### src/rtl/hazard_ctrl_mc.sv
// hazard_ctrl_mc: pipeline hazard controller for load-use, mul/div-busy and redirect stalls/flushes
// Priority is redirect > load-use > mul/div, with saturating perf counters.
module hazard_ctrl_mc #(
  parameter int REG_AW   = 5,
  parameter int LOAD_LAT = 1,
  parameter int MD_LAT   = 8,
  parameter int PERF_W   = 16
) (
  input  logic              clk,
  input  logic              rst_n,
  input  logic              id_ex_dm_r,
  input  logic [REG_AW-1:0] id_ex_rt_sel,
  input  logic [REG_AW-1:0] if_id_rs_sel,
  input  logic [REG_AW-1:0] if_id_rt_sel,
  input  logic              if_id_md_use,
  input  logic              ex_md_start,
  input  logic              ex_redirect,
  output logic              pc_write,
  output logic              if_id_write,
  output logic              if_id_flush,
  output logic              id_ex_flush,
  output logic [1:0]        stall_cause,
  output logic              md_busy,
  output logic [PERF_W-1:0] stall_cnt,
  output logic [PERF_W-1:0] flush_cnt
);
  localparam int MW = $clog2(MD_LAT + 1);
  logic [1:0]    lcnt;
  logic [MW-1:0] mcnt;
  logic          lu_det, lu, md;
  logic [1:0]    cause;
  assign lu_det = id_ex_dm_r && id_ex_rt_sel != '0 &&
                  (id_ex_rt_sel == if_id_rs_sel || id_ex_rt_sel == if_id_rt_sel);
  // a running load counter keeps the stall regardless of the bubble now in EX
  assign lu    = lu_det || lcnt != 2'd0;
  assign md    = mcnt != '0 && if_id_md_use;
  assign cause = ex_redirect ? 2'd3 : lu ? 2'd1 : md ? 2'd2 : 2'd0;
  assign stall_cause = rst_n ? cause : 2'd0;
  assign pc_write    = rst_n && (cause == 2'd0 || cause == 2'd3);
  assign if_id_write = rst_n && cause == 2'd0;
  assign if_id_flush = !rst_n || cause == 2'd3;
  assign id_ex_flush = !rst_n || cause != 2'd0;
  assign md_busy     = rst_n && mcnt != '0;
  always_ff @(posedge clk or negedge rst_n) begin
    if (!rst_n) begin
      lcnt      <= 2'd0;
      mcnt      <= '0;
      stall_cnt <= '0;
      flush_cnt <= '0;
    end else begin
      lcnt <= ex_redirect ? 2'd0 : lcnt != 2'd0 ? lcnt - 2'd1 : lu_det ? 2'(LOAD_LAT - 1) : 2'd0;
      mcnt <= ex_md_start ? MW'(MD_LAT) : mcnt != '0 ? mcnt - MW'(1) : mcnt;
      if ((cause == 2'd1 || cause == 2'd2) && stall_cnt != '1) stall_cnt <= stall_cnt + PERF_W'(1);
      if (cause == 2'd3 && flush_cnt != '1) flush_cnt <= flush_cnt + PERF_W'(1);
    end
  end
endmodule
### config.mk
export PLATFORM = sky130hd
export DESIGN_NAME = hazard_ctrl_mc
export DESIGN_NICKNAME = d
export VERILOG_FILES = /design/src/rtl/hazard_ctrl_mc.sv
export SDC_FILE = /design/constraint.sdc
export NUM_CORES = 1
export LEC_CHECK = 0
export BUFFER_PORTS_ARGS = -buffer_cell sky130_fd_sc_hd__buf_2
export CAP_MARGIN = 20
export CORE_MARGIN = 2
export CORE_UTILIZATION = 50
export DETAILED_ROUTE_END_ITERATION = 10
export GPL_TIMING_DRIVEN = 0
export PLACE_DENSITY = 0.78
export SYNTH_ARGS = -nofsm -noshare
export SYNTH_HDL_FRONTEND = slang
export SYNTH_SLANG_ARGS = --single-unit
### constraint.sdc
create_clock -name clk -period 7.2 [get_ports clk]
set_input_delay 0.36 -clock clk [delete_from_list [all_inputs] [get_ports clk]]
set_output_delay 0.36 -clock clk [all_outputs]
set_load 0.02 [all_outputs]
==> key figures <==
Status
  – Status: finished clean

Setup path
  – Max Fanout on Critical Path: 8
  – Crit path top cell by count: ha_1
  – Worst setup SP type: flop
  – Worst path cell trace: inv_1 -> ha_1 -> or3b_2 -> clkbuf_1 -> and3_1 -> a21oi_1 -> o21ai_0 -> ha_1 -> and4_1 -> nand4_1 -> nor3_1 -> xor2_1
  – R2R Setup Slk: about 4000 ps
  – Crit. End Element: flop
  – Buf+Inv Stages, Crit Path: 2
  – Crit Path Class: flop to flop
  – Worst path slowest cell: or3b_2
  – Worst Path Required: about 7400 ps
  – CP delay by family, top: simple AND/OR/NAND/NOR gates
  – R2R depth: 12
  – Critical path data arrival time: about 3300 ps
  – Reg2reg start: mcnt[0]$_DFFE_PN0P_
  – Crit-path max cell delay: 440 ps
  – Critical R2R Capture: stall_cnt[14]$_DFFE_PN0P_

STA
  – Final setup TNS: 0 ps
  – Pin slew with the least headroom to its limit: approximately 940 ps
  – Final Critical Period: 3130 ps
  – Worst Clk Skew: 6.17 ps
  – Fin. Hold Viols: 0
  – Maximum clock rate: 319 MHz
  – Final setup viols: 0
  – RSZ-0062 raised after global routing: false
  – Final slew viol count: 0
  – Fin crit share: between 40% and 50%
  – Slew HR: 37.2%

Synthesis
  – Yosys warns: 0
  – Asr flop ratio synth: 100%
  – Seq/Total Area, Yosys: between 40% and 50%
  – Syn Area/Cell: approximately 10 µm²
  – Largest family of logic cells by synthesized area: simple AND/OR/NAND/NOR gates
  – Post-synthesis simple-gate area fraction: between 20 and 30%
  – Number of flops mapped to enable cells by yosys: 0
  – Adder-Cell Fraction of Synth Area: ~3.5%
  – Synth Cell Area: between 2000 and 2500 µm²
  – Post-synthesis register bit count: 38
  – Synth Area in Compound Gates: around a tenth
  – Synth unique cells: 44
  – Post-synthesis mux area share: about 1.8%
  – Post-synthesis cell count: around 210
  – XOR/XNOR Fraction of Synth Area: 13.1%
  – Net count after synthesis: 236
  – Top_reg_cell synth: dfrtp_1

Place
  – GP Congestion: 0.787
  – Placed Instances: ~320
  – PortBufs: ~60
  – Post-detail-place hpwl: around 3200 µm

Route
  – Per-cell routed wire length: 13.6 µm
  – Met3 wire length: about 150 µm
  – Total routed wirelength: 4420 µm
  – DRC viols: 0
  – Top routing layer in use: met4
  – Vias post-DR: 1798
  – TritonRoute pass-1 iters: 4
  – Met2 WL: around 2200 µm
  – Via density: 5.52
  – DRT met1 WL: between 2000 and 2500 µm
  – Number of DRC markers in iteration 0: 83
  – Antenna viol nets, final: 0

Cells and area
  – Final cell count without fillers: 326
  – Layout cells sized above 1: between 20% and 30%
  – N_diodes: 0
  – Final nets: between 300 and 400
  – Area growth, synth to finish: 21.2%

Floorplanning
  – Die width: slightly below 70 µm
  – Io pins: 60
  – DIE AREA: about 4800 µm²
  – Die H: between 60 and 70 µm
  – Initial Utilization: between 50% and 60%
  – # rows: 23
  – Core area: 4060 µm²

Clock network
  – Num Clock Sinks: 38
  – Hold_buf cts: 0
  – Worst-case clock buffer depth: 2
  – Worst-path clk slew: around 80 ps
  – CTS tree: done
  – Num CTS Buffers: 5
  – Clock latency on the worst-skew pair: 290 ps
  – Depth of the CTS H-tree: 2
  – Post-cts sizing count: 0
  – # Post-CTS Setup Buffers: 0
  – CTS root buf: clkbuf_8

Pwr
  – Power per Cell Area: approximately 280 nW/µm²
  – Max IR drop VDD: about 0.18 mV
  – Static Leak: 1.28 nW

Global routing
  – Total grt overflow: 0
  – Initial antenna violation count: 0
  – Largest net degree at the start of global routing: 47
  – Vias in the first global route: 1795
  – Global-route wire length before repair: 8000 µm
  – GRT Total Usage: between 10% and 20%

Worst hold path
  – Worst hold path type: input pin to asynchronous set/reset pin

Flow run
  – Max Cap Viol: 0
## where the power goes
part / switching (mW) / internal (mW)
Combinational: 0.149 / 0.114
Clock: 0.0731 / 0.0769
Sequential: 0.0597 / 0.263
Total: 0.282 / 0.453
## layer usage
| metal | up-vias | GRT usage [%] |
|---|---|---|
| met2 | 32 | 34.2 |
| met4 | 0 | 5.66 |
| met5 | - | 0 |
| met1 | 862 | 25.4 |
| li1 | 899 | - |
| met3 | 5 | 4.22 |
## how the worst max path moves through the flow
stage / slack [ps] / start / cells past startpoint / to
global placement: 4160 / mcnt[0]$_DFFE_PN0P_ / 12 / stall_cnt[14]$_DFFE_PN0P_
global route: 3660 / mcnt[0]$_DFFE_PN0P_ / 12 / stall_cnt[14]$_DFFE_PN0P_
CTS: 4050 / mcnt[0]$_DFFE_PN0P_ / 12 / stall_cnt[14]$_DFFE_PN0P_
detailed placement: 4080 / mcnt[0]$_DFFE_PN0P_ / 12 / stall_cnt[14]$_DFFE_PN0P_
finish: 4070 / mcnt[0]$_DFFE_PN0P_ / 12 / stall_cnt[14]$_DFFE_PN0P_
floorplan: 4370 / mcnt[0]$_DFFE_PN0P_ / 12 / stall_cnt[14]$_DFFE_PN0P_
## metrics by stage
stage                     area, µm²  hold WS [ps]  util (%)  power, mW  setup slack [ps]
final                          2590           208      63.7      0.735              4070
after detailed placement       2490           473      61.4      0.589              4080
after floorplan                2130          64.4         -      0.496              4370
after global routing           2590           266      63.7      0.793              3660
after global placement         2490           479      61.4      0.577              4160
after CTS                      2590           248      63.7      0.742              4050
## flip-flops by register name (all words and copies together), names as in the netlist
signal and flops:
stall_cnt 16, lcnt 2, mcnt 4, flush_cnt 16
## logic make-up after synthesis
logic type	Yosys count
flops	38
compound gates	34
buf+inv	7
simple gates	89
fa+ha+maj	6
xor+xnor	32
mux	3
## worst reg2reg max path, cell delays in order, from the launching register on
cell,delay (ps)
dfrtp_1,400
inv_1,90
ha_1,190
or3b_2,450
clkbuf_1,170
and3_1,220
a21oi_1,150
o21ai_0,110
ha_1,420
and4_1,310
nand4_1,150
nor3_1,230
xor2_1,170
## placed cells by master (no fill, tap or decap), drive strengths merged, types with 2 or more instances in the layout
cell type / instances
nor3b: 2
xor2: 13
or4: 2
nand2b: 3
and4: 8
clkbuf: 7
nand2: 12
a21oi: 8
nor4b: 4
buf: 59
a21boi: 2
dfrtp: 38
nand4: 6
nor2: 10
and2: 3
ha: 6
mux2: 3
o21ai: 11
inv: 6
o21a: 2
nand3: 13
and3: 6
nor4: 4
nor3: 10
a31oi: 3
xnor2: 19
## final cells by class
type | count | area (µm²)
Buffer | 1 | 3.75
Clock buffer | 6 | 82.6
Clock inverter | 2 | 12.5
Fill cell | 347 | 1470
Inverter | 6 | 22.5
Multi-Input combinational cell | 164 | 1160
Sequential cell | 38 | 951
Tap cell | 50 | 62.6
Timing Repair Buffer | 59 | 295
## cell usage after synthesis, types with 8 or more instances
| master | count | area share [%] |
|---|---|---|
| nor2_1 | 10 | 1.8 |
| nor3_1 | 10 | 2.3 |
| o21ai_0 | 10 | 2.3 |
| nand2_1 | 12 | 2.1 |
| and4_1 | 8 | 3.3 |
| nand3_1 | 13 | 3.0 |
| xnor2_1 | 19 | 7.8 |
| a21oi_1 | 8 | 1.9 |
| xor2_1 | 13 | 5.3 |
| dfrtp_1 | 38 | 45 |
(Power assumes the default switching activity.)
